$ cat src/rtl/delta_adc_pkg.sv
// ----------------------------------------------------------------------------
// delta_adc_pkg : shared types and constants for the DeltaADC tracking path
// Rev 1.0
// ----------------------------------------------------------------------------
`default_nettype none

package delta_adc_pkg;

  typedef enum logic [1:0] {
    IDLE   = 2'd0,
    SETTLE = 2'd1,
    DECIDE = 2'd2
  } state_t;

  localparam logic DIR_UP   = 1'b1;
  localparam logic DIR_DOWN = 1'b0;

  function automatic int unsigned midscale(input int unsigned data_w);
    return 32'd1 << (data_w - 1);
  endfunction

endpackage

`default_nettype wire

$ cat src/rtl/sync_2ff.sv
// ----------------------------------------------------------------------------
// sync_2ff : two-flop single-bit synchronizer, free running
// Rev 1.0
// ----------------------------------------------------------------------------
`default_nettype none

module sync_2ff (
  input  logic clk,
  input  logic reset,
  input  logic d,
  output logic q
);

  logic meta_q, meta_d;
  logic sync_q, sync_d;

  always_comb begin
    meta_d = d;
    sync_d = meta_q;
  end

  always_ff @(posedge clk) begin
    if (reset) begin
      meta_q <= 1'b0;
      sync_q <= 1'b0;
    end else begin
      meta_q <= meta_d;
      sync_q <= sync_d;
    end
  end

  assign q = sync_q;

endmodule

`default_nettype wire

$ cat src/rtl/delta_adc_tracker.sv
// ----------------------------------------------------------------------------
// delta_adc_tracker : strobe-driven tracking DAC with adaptive step and
// a valid/ready sample output.  Rev 1.0
// ----------------------------------------------------------------------------
`default_nettype none

module delta_adc_tracker
  import delta_adc_pkg::*;
#(
  parameter int DATA_W        = 12,
  parameter int SETTLE_CYCLES = 4,
  parameter int STEP_MAX_LOG2 = 3
) (
  input  logic              clk,
  input  logic              reset,
  input  logic              sampling_strb,
  input  logic              comp_in,
  output logic [DATA_W-1:0] dac_code,
  output logic [DATA_W-1:0] sample_data,
  output logic              sample_valid,
  input  logic              sample_ready,
  output logic              overrun,
  output logic              missed_strb,
  output logic              busy
);

  localparam int CNT_W  = (SETTLE_CYCLES > 1) ? $clog2(SETTLE_CYCLES) : 1;
  localparam int STEP_W = STEP_MAX_LOG2 + 1;

  localparam logic [DATA_W-1:0] CODE_MID = DATA_W'(midscale(DATA_W));
  localparam logic [DATA_W:0]   CODE_TOP = {1'b0, {DATA_W{1'b1}}};
  localparam logic [CNT_W-1:0]  CNT_LOAD = CNT_W'(SETTLE_CYCLES - 1);
  localparam logic [STEP_W-1:0] STEP_ONE = STEP_W'(1);
  localparam logic [STEP_W-1:0] STEP_MAX = STEP_ONE << STEP_MAX_LOG2;

  state_t              state_q, state_d;
  logic [CNT_W-1:0]    cnt_q, cnt_d;
  logic [STEP_W-1:0]   step_q, step_d;
  logic                last_dir_q, last_dir_d;
  logic [DATA_W-1:0]   dac_code_q, dac_code_d;
  logic [DATA_W-1:0]   sample_data_q, sample_data_d;
  logic                sample_valid_q, sample_valid_d;
  logic                overrun_q, overrun_d;
  logic                missed_strb_q, missed_strb_d;

  logic                comp_s;
  logic                load;
  logic [STEP_W:0]     step_dbl;
  logic [STEP_W-1:0]   step_next;
  logic [DATA_W:0]     code_sum;
  logic [DATA_W:0]     code_diff;
  logic [DATA_W-1:0]   code_next;

  sync_2ff u_comp_sync (
    .clk   (clk),
    .reset (reset),
    .d     (comp_in),
    .q     (comp_s)
  );

  // Step/code arithmetic is evaluated every cycle; it only commits in DECIDE.
  always_comb begin
    step_dbl = {step_q, 1'b0};
    if (comp_s == last_dir_q) begin
      step_next = (step_dbl > {1'b0, STEP_MAX}) ? STEP_MAX : step_dbl[STEP_W-1:0];
    end else begin
      step_next = STEP_ONE;
    end
    code_sum  = {1'b0, dac_code_q} + (DATA_W+1)'(step_next);
    code_diff = {1'b0, dac_code_q} - (DATA_W+1)'(step_next);
    if (comp_s == DIR_UP) begin
      code_next = (code_sum > CODE_TOP) ? CODE_TOP[DATA_W-1:0] : code_sum[DATA_W-1:0];
    end else begin
      // A borrow into the extra bit means the subtraction went below zero.
      code_next = code_diff[DATA_W] ? '0 : code_diff[DATA_W-1:0];
    end
  end

  always_comb begin
    state_d        = state_q;
    cnt_d          = cnt_q;
    step_d         = step_q;
    last_dir_d     = last_dir_q;
    dac_code_d     = dac_code_q;
    sample_data_d  = sample_data_q;
    sample_valid_d = sample_valid_q;
    overrun_d      = 1'b0;
    missed_strb_d  = 1'b0;
    load           = 1'b0;

    case (state_q)
      IDLE: begin
        if (sampling_strb) begin
          state_d = SETTLE;
          cnt_d   = CNT_LOAD;
        end
      end
      SETTLE: begin
        missed_strb_d = sampling_strb;
        if (cnt_q == '0) begin
          state_d = DECIDE;
        end else begin
          cnt_d = cnt_q - 1'b1;
        end
      end
      DECIDE: begin
        missed_strb_d = sampling_strb;
        state_d       = IDLE;
        load          = 1'b1;
        step_d        = step_next;
        last_dir_d    = comp_s;
        dac_code_d    = code_next;
      end
      default: begin
        state_d = IDLE;
      end
    endcase

    if (load) begin
      sample_data_d  = code_next;
      sample_valid_d = 1'b1;
      overrun_d      = sample_valid_q & ~sample_ready;
    end else if (sample_ready) begin
      sample_valid_d = 1'b0;
    end
  end

  always_ff @(posedge clk) begin
    if (reset) begin
      state_q        <= IDLE;
      cnt_q          <= '0;
      step_q         <= STEP_ONE;
      last_dir_q     <= DIR_DOWN;
      dac_code_q     <= CODE_MID;
      sample_data_q  <= '0;
      sample_valid_q <= 1'b0;
      overrun_q      <= 1'b0;
      missed_strb_q  <= 1'b0;
    end else begin
      state_q        <= state_d;
      cnt_q          <= cnt_d;
      step_q         <= step_d;
      last_dir_q     <= last_dir_d;
      dac_code_q     <= dac_code_d;
      sample_data_q  <= sample_data_d;
      sample_valid_q <= sample_valid_d;
      overrun_q      <= overrun_d;
      missed_strb_q  <= missed_strb_d;
    end
  end

  assign dac_code     = dac_code_q;
  assign sample_data  = sample_data_q;
  assign sample_valid = sample_valid_q;
  assign overrun      = overrun_q;
  assign missed_strb  = missed_strb_q;
  assign busy         = (state_q != IDLE);

endmodule

`default_nettype wire

$ cat config.mk
export PLATFORM = sky130hd
export DESIGN_NAME = delta_adc_tracker
export DESIGN_NICKNAME = d
export VERILOG_FILES = /design/src/rtl/delta_adc_pkg.sv /design/src/rtl/sync_2ff.sv /design/src/rtl/delta_adc_tracker.sv
export SDC_FILE = /design/constraint.sdc
export NUM_CORES = 1
export LEC_CHECK = 0
export ABC_CLOCK_PERIOD_IN_PS = 3350
export BUFFER_PORTS_ARGS = -buffer_cell sky130_fd_sc_hd__buf_2
export CAP_MARGIN = 20
export CORE_MARGIN = 2
export CORE_UTILIZATION = 25
export DETAILED_ROUTE_END_ITERATION = 6
export REMOVE_ABC_BUFFERS = 1
export SETUP_SLACK_MARGIN = 0.5
export SLEW_MARGIN = 15
export SYNTH_ARGS = -nofsm -noshare
export SYNTH_HDL_FRONTEND = slang
export SYNTH_SLANG_ARGS = --single-unit
$ cat constraint.sdc
create_clock -name clk -period 3.35 [get_ports clk]
set_input_delay 0.67 -clock clk [delete_from_list [all_inputs] [get_ports clk]]
set_output_delay 0.67 -clock clk [all_outputs]
set_load 0.02 [all_outputs]
==> flow_summary.ini, run 1 <==
[status]
status = finished clean

[hold_path]
min_from = u_comp_sync.meta_q
hold_path.class = flop to flop
hold_end = u_comp_sync.q
whs_path_depth = 1

[detailed_routing]
viasPerCell = 5.109
drtIter0Drc = 140
detail-route-antenna-nets = 0
post-route-drc-count = 0
vias = 1921
avgRoutedWirePerCell_um = 13.46
routed_wl_mm = 5.062
drtPass1Iterations = 4

[yosys]
synthFlopType = dfxtp_1
synth_top_area_cell = dfxtp_1
ys.warnings.count = 0
postSynthCellCount = 254
synthTopCellsByArea = dfxtp_1, ha_1, nor2_1, buf_4, a21oi_1
ys_ff_latch = 27
synthSimpleGateAreaFrac = 0.2349
synth_fa_ha_area_frac = 0.1049
synth_compound_area_frac = 0.2477
seq_area_frac_synth = 0.2636
synth_top_area_frac = 0.2636
synth_top_family_by_area = compound AO/OA/AOI/OAI gates
syn_avg_cell_area_um2 = 8.074
synthTopCellsByCount = nor2_1, dfxtp_1, a21oi_1
synth_most_common_cell = nor2_1
synthArstFlopShare = 0
synth-edff-count = 0
synth_xor_area_frac = 0.02563
ys_types = 54
synth_area_um2 = 2051
synthMuxAreaShare = 0.02502

[clock_network]
worstSkewPairLatency_ns = 0.28
clockBufferDepth = 2
htreeDepth = 1
clock_sinks = 27
path_clk_slew_ns = 0.11
cts_tree = done
cts_buffers = 3
cts-root-buf = clkbuf_8

[layout]
final_util = 0.2879
layout-drive-gt1-share = 0.2251
final_area_um2 = 2330
num_antenna_cells = 0
area_growth_pct = 13.61
nets = 293

[placed_design]
hpwl_mm = 3.673
place.gp.congestion = 0.8356
io_buffers = 32
placed_cell_area_um2 = 2227

[worst_setup_path]
reg2reg_depth = 9
critPathMaxFanout = 6
cpPeakStageDelay_ns = 0.42
reg2reg_from = u_comp_sync.q
crit_chain = xor2_2, ha_2, inv_1, fa_1, a21o_2, a2111oi_4, nor2_2, a221oi_1, nor3_1
path_class = flop to flop
worst-path-buf-inv = 1
critPathCaptureType = flop
cp_slowest_cell = a2111oi_4
cp_data_arrival_time_ns = 2.87
cp_data_required_time_ns = 3.50
startpoint_type = flop
critPathTopFamily = compound AO/OA/AOI/OAI gates
r2r_slack_ns = 0.64
reg2reg_to = dac_code[1]

[global_route]
overflow = 0
grt_start_max_net_pins = 30
grt_pass1_wl_mm = 8.245
track_usage = 0.1150
grt_pass1_vias = 1719
grt_antenna_before_repair = 0

[floorplanning]
die_y_um = 94.57
design.core.area_um2 = 8093
die_area_um2 = 8943
initial_core_util = 0.2534
die_w_um = 94.57
pin_count = 33
num_rows = 33

[pwr]
p_leak_nw = 0.9482
ir_drop_mv = 0.2231
p_total_mw = 1.840
p_per_area_nw_per_um2 = 789.7

[sta]
slew_headroom = 0.5877
drv_slew = 0
fmax_ghz = 0.3685
totalNegativeSetupSlack_ns = 0
setup_viol = 0
skew_ns = 0.006453
finalHoldViolCount = 0
finalCriticalPeriod_ns = 2.713
fin_crit_sh = 0.8100
rsz0062_at_grt = false
worstMarginPinSlew_ns = 0.6176

[job]
maxCapViolations = 0
[layer usage]
metal / global-route usage / wire [µm] / share of wire / vias to the layer above
li1: - / - / - / 952
met1: 0.1497 / 2266 / 0.45 / 907
met2: 0.1946 / 2488 / 0.49 / 51
met3: 0.02075 / 217 / 0.043 / 11
met4: 0.03261 / 89 / 0.018 / 0
met5: 0 / 0 / 0 / -
[metrics by stage]
stage	worst slack [ns]	hold slack (ns)	std cells
after CTS	0.5089	0.4695	374
after global placement	0.5423	0.4583	370
after global routing	0.4925	0.4580	376
after floorplan	0.3288	0.4138	229
final	0.6366	0.4511	376
after detailed placement	0.4887	0.4583	370
[report_power, final]
part | total [mW] | switching (mW) | internal [mW]
registers | 0.534 | 0.135 | 0.399
clock network | 0.206 | 0.118 | 0.0876
logic | 1.10 | 0.638 | 0.462
total | 1.84 | 0.891 | 0.949
[how the worst max path moves through the flow]
stage | start | cells after the start | slack (ns) | end
2_1_floorplan | u_comp_sync.q | 9 | 0.33 | dac_code[9]
3_3_place_gp | u_comp_sync.q | 9 | 0.54 | dac_code[11]
3_5_place_dp | u_comp_sync.q | 9 | 0.49 | dac_code[1]
4_1_cts | last_dir_q | 9 | 0.51 | dac_code[1]
5_1_grt | last_dir_q | 9 | 0.49 | dac_code[1]
6_report | u_comp_sync.q | 9 | 0.64 | dac_code[1]
[flip-flops by register name, summed over array words and instances (netlist names)]
| name | flops |
|---|---|
| dac_code | 12 |
| step_q | 4 |
| cnt_q | 2 |
| state_q | 2 |
| last_dir_q | 1 |
| missed_strb | 1 |
| overrun | 1 |
| sample_data | 1 |
| sample_valid | 1 |
| u_comp_sync.meta_q | 1 |
| u_comp_sync.q | 1 |
[repair_timing]
action / in CTS / in global routing
resized for setup: 1 / 9
cloned: 0 / 0
buffers inserted: 0 / 2
pin swaps: 0 / 4
endpoints found under the setup margin: 4 / 12
hold buffers: 0 / 0
[cell type report]
type                       instances  area (µm²)
multi-input combinational        187        1344
clock buffer                       3       41.29
inverter                          15       56.30
tap                              105       131.4
timing repair buffer              38       205.2
sequential                        27       543.0
clock inverter                     1       8.758
fill                             890        5763
[worst reg2reg max path, cell delays in order, from the launching register on]
cell	delay, ns
dfxtp_2	0.35
xor2_2	0.29
ha_2	0.24
inv_1	0.05
fa_1	0.40
a21o_2	0.29
a2111oi_4	0.42
nor2_2	0.14
a221oi_1	0.31
nor3_1	0.09
[layout by cell type (no fill, tap or decap), types with 3 or more instances in the layout]
cell	instances
buf_2	32
nor2_1	30
dfxtp_1	25
a21oi_1	15
inv_1	14
nand2_1	14
ha_1	12
a211oi_1	8
nor2b_1	7
nor4_1	6
o2111ai_1	6
o21ai_0	6
buf_4	6
nor3_1	5
a221oi_1	5
nand2b_1	4
o211ai_1	4
nand4_1	4
nand3_1	4
or3_1	4
mux2i_1	4
or2_2	3
o21bai_1	3
a311o_1	3
o21a_1	3
xnor2_1	3
clkbuf_8	3
[cell families (layout without fill, tap and decap cells)]
kind of cell / count (synthesis) / in the layout
compound gates: 67 / 67
xor+xnor: 6 / 6
fa+ha+maj: 16 / 16
buf+inv: 40 / 57
flops: 27 / 27
mux: 5 / 5
simple gates: 93 / 93
No activity file was read; power rests on OpenSTA's default activity.
==> run 2: changes to the inputs <==
- ABC_CLOCK_PERIOD_IN_PS: 3350 -> 2650
- clock period: 3.35 -> 2.65 ns (I/O delays scaled with it)
==> flow_summary.ini, run 2 (synthesis gave the netlist of run 1 again) <==
[clock_network]
cts_buffers = 3
clockBufferDepth = 2
htreeDepth = 1
cts_tree = done
path_clk_slew_ns = 0.11
cts-root-buf = clkbuf_8
worstSkewPairLatency_ns = 0.29
ctsHoldBuffers = 0
clock_sinks = 27

[sta]
finalCriticalPeriod_ns = 2.571
slew_headroom = 0.6337
fmax_ghz = 0.3890
drv_slew = 0
skew_ns = 0.006156
rsz0062_at_grt = true
totalNegativeSetupSlack_ns = 0
finalHoldViolCount = 0
timing.hold.ws_ns = 0.4498
worstMarginPinSlew_ns = 0.5495
setup_slack_ns = 0.07918
fin_crit_sh = 0.9701
setup_viol = 0

[detailed_routing]
avgRoutedWirePerCell_um = 14.41
detail-route-antenna-nets = 0
wl_met3_um = 204
post-route-drc-count = 0
wl_met2_mm = 3.002
drtPass1Iterations = 4
vias = 2047
viasPerCell = 5.042
drtIter0Drc = 84
route.layer.met1.wl_mm = 2.535
routed_wl_mm = 5.850
top_layer = met4

[placed_design]
placed_cell_area_um2 = 2430
place.gp.congestion = 0.8660
io_buffers = 32
hpwl_mm = 3.996
dpl_worst_slack_ns = -0.2058

[worst_setup_path]
crit_chain = xor2_4, or2_4, ha_4, or4_4, or3_4, or4_4, nor2_1, or3_1
cp_common_cell = or4_4
cp_data_required_time_ns = 2.90
critPathMaxFanout = 4
cp_slowest_cell = or4_4
cp_data_arrival_time_ns = 2.82
path_class = flop to flop
cpPeakStageDelay_ns = 0.48
startpoint_type = flop
critPathCaptureType = flop

[global_route]
grt_antenna_before_repair = 0
track_usage = 0.1254
grt_pass1_wl_mm = 8.873
grt_start_max_net_pins = 30
overflow = 0
grt_pass1_vias = 1855

[layout]
layout-drive-gt1-share = 0.3654
largest_register_ffs = 12
num_antenna_cells = 0
fillerInstances = 857
final_cell_mix = buf_4, buf_2, nor2_1
nets = 323
final_area_um2 = 2738
area_growth_pct = 33.50
final_common_cell = buf_4

[floorplanning]
die_area_um2 = 8943
pin_count = 33
design.core.area_um2 = 8093
die_w_um = 94.57
die_y_um = 94.57
num_rows = 33
initial_core_util = 0.2534

[pwr]
ir_drop_mv = 0.2947
p_leak_nw = 1.142
p_per_area_nw_per_um2 = 1016

[hold_path]
hold_path.class = flop to flop

[status]
status = finished clean

[job]
maxCapViolations = 0
-- run 2: worst max-delay path, delay by kind of cell, from the launching register on --
kind	cells	cell delay, ns
xor gates and xnor gates	1	0.21
adders and majority gates	1	0.16
and+or+nand+nor	6	1.78
DFF	1	0.38
-- run 2: per-layer routing --
layer,GRT usage,up-vias
met4,0.04469,0
met1,0.1503,984
met5,0,-
met3,0.02075,10
met2,0.2250,46
li1,-,1007
-- run 2: through the flow --
step / utilization / std cells / power, mW
finish: 0.3383 / 406 / 2.781
floorplan: - / 229 / 1.644
detailed placement: 0.3002 / 397 / 2.219
global route: 0.3383 / 406 / 2.997
CTS: 0.3185 / 404 / 2.621
global placement: 0.3002 / 397 / 2.200
-- run 2: final timing paths --
path / to / cells past startpoint / from / slack, ns
max: dac_code[9] / 8 / last_dir_q / 0.08
min: u_comp_sync.q / 1 / u_comp_sync.meta_q / 0.45
min reg2reg: u_comp_sync.q / 1 / u_comp_sync.meta_q / 0.45
max reg2reg: dac_code[9] / 8 / last_dir_q / 0.08
-- run 2: what timing repair did --
action / 4_1_cts / 5_1_grt
buffers inserted: 3 / 2
pin swaps: 16 / 14
gates resized for setup: 16 / 28
setup endpoints to repair: 13 / 13
-- run 2: layout make-up --
class                   instances  area, µm²  share of cell area
clock buffers                   3      41.29             0.01508
clock inverters                 1      8.758            0.003199
inverters                      15      56.30             0.02057
multi-input cells             187       1510              0.5516
flip-flops and latches         27      548.0              0.2002
well taps                     105      131.4             0.04799
repair buffers                 68      441.7              0.1613
-- run 2: where the power goes --
group	internal (mW)	leakage, nW	switching [mW]	total (mW)
registers	0.503	0.222	0.114	0.617
clock network	0.111	0.0261	0.158	0.269
logic	0.881	0.894	1.01	1.90
total	1.49	1.14	1.29	2.78
==> run 3: changes to the inputs <==
- ABC_CLOCK_PERIOD_IN_PS: 2650 -> 2800
- clock period: 2.65 -> 2.8 ns (I/O delays scaled with it)
==> flow_summary.ini, run 3 (synthesis gave the netlist of run 1 again) <==
[status]
status = finished clean

[clock_network]
cts-root-buf = clkbuf_8
htreeDepth = 1
worstSkewPairLatency_ns = 0.28
cts_buffers = 3
clock_sinks = 27
clockBufferDepth = 2
path_clk_slew_ns = 0.11
cts_tree = done

[placed_design]
place.gp.congestion = 0.8530
io_buffers = 32
dp_cells = 382
placed_cell_area_um2 = 2317
dpl_worst_slack_ns = -0.1384
hpwl_mm = 3.799

[pwr]
p_per_area_nw_per_um2 = 945.4
pwr-share-clk = 0.104
p_total_mw = 2.408
combPwrFrac = 0.653
p_switching_mw = 1.134
p_leak_nw = 1.063
intPower_mw = 1.274
p_sw_frac = 0.4709
p_seq_frac = 0.243
ir_drop_mv = 0.2301

[floorplanning]
num_rows = 33
pin_count = 33
design.core.area_um2 = 8093
die_area_um2 = 8943
initial_core_util = 0.2534
die_w_um = 94.57
die_y_um = 94.57

[sta]
setup_slack_ns = 0.2178
slew_headroom = 0.6308
fmax_ghz = 0.3873
finalCriticalPeriod_ns = 2.582
drv_slew = 0
totalNegativeSetupSlack_ns = 0
rsz0062_at_grt = true
setup_viol = 0
timing.hold.ws_ns = 0.4447
worstMarginPinSlew_ns = 0.5539
fin_crit_sh = 0.9222
finalHoldViolCount = 0
skew_ns = 0.006023

[worst_setup_path]
cp_data_arrival_time_ns = 2.74
cp_slowest_cell = or4_4
critPathTopFamily = simple AND/OR/NAND/NOR gates
crit_chain = xor2_4, or2_4, ha_4, or4_4, a2111oi_4, buf_4, nor4_2, nor4b_1, nor4_1
cp_data_required_time_ns = 2.95
worst-path-buf-inv = 1
startpoint_type = flop
path_class = flop to flop
critPathCaptureType = flop
critPathMaxFanout = 5
r2r_slack_ns = 0.22
cpPeakStageDelay_ns = 0.47

[global_route]
grt_pass1_vias = 1834
overflow = 0
use_met1 = 0.1627
use_met3 = 0.01995
grt_antenna_before_repair = 0
top_usage_layer = met2
grt_pass1_wl_mm = 8.914
grt_start_max_net_pins = 30
grt_use_met2 = 0.2131
track_usage = 0.1255

[layout]
layout-drive-gt1-share = 0.3034
final_area_um2 = 2547
instances_no_fill = 395
final_cell_mix = buf_2, nor2_1, dfxtp_1
num_antenna_cells = 0
regArea_um2 = 545.5
multi_input_area_um2 = 1413
nets = 312
area_growth_pct = 24.22
final_common_cell = buf_2
final_util = 0.3148
fillerInstances = 872
largest_register_ffs = 12

[detailed_routing]
vias = 2009
drtIter0Drc = 194
post-route-drc-count = 0
detail-route-antenna-nets = 0
viasPerCell = 5.086
routed_wl_mm = 5.526
avgRoutedWirePerCell_um = 13.99
drtPass1Iterations = 4

[hold_path]
hold_path.class = flop to flop

[job]
maxCapViolations = 0
-- run 3: cell types whose count changed in the layout (fill, tap and decap cells not counted), sizes merged --
cell,before,now
buf,68,57
-- run 3: routing by layer --
layer	wire length (µm)	share of wire	up-vias
met5	0	0	-
met4	63	0.011	0
met3	179	0.032	6
met2	2708	0.49	37
met1	2574	0.47	973
li1	-	-	993
-- run 3: worst register-to-register path, delay by kind of cell, from the launching register on --
kind | cells | cell delay [ns]
flip-flops | 1 | 0.38
AND/OR/NAND/NOR | 5 | 1.19
XOR/XNOR | 1 | 0.20
adder cells (fa/ha/maj) | 1 | 0.16
buffers and inverters | 1 | 0.20
AO/OA/AOI/OAI | 1 | 0.33
-- run 3: power by group through the flow --
stage / clock (mW) / combinational, mW / sequential, mW
CTS: 0.261 / 1.49 / 0.587
floorplan: 0 / 0.822 / 0.734
global placement: 0 / 1.38 / 0.591
detailed placement: 0 / 1.38 / 0.592
global route: 0.275 / 1.72 / 0.604
finish: 0.250 / 1.57 / 0.585
-- run 3: path summary, 6_finish.rpt --
kind                            from       endpoint  cells after the start
setup / recovery       u_comp_sync.q    dac_code[5]                      9
hold reg to reg   u_comp_sync.meta_q  u_comp_sync.q                      1
setup reg to reg       u_comp_sync.q    dac_code[5]                      9
hold / removal    u_comp_sync.meta_q  u_comp_sync.q                      1
-- run 3: area by class of cell --
class                      count  area share
multi-input combinational    187      0.5545
inverter                      15     0.02210
sequential                    27      0.2141
tap                          105     0.05157
timing repair buffer          57      0.1380
clock inverter                 1    0.003438
clock buffer                   3     0.01621
-- run 3: timing repair --
item	in CTS	in global routing
gates resized for setup	22	3
pin swaps	15	2
buffers inserted	6	3
hold endpoints to repair	0	0
setup endpoints to repair	13	13
hold buffers	0	0
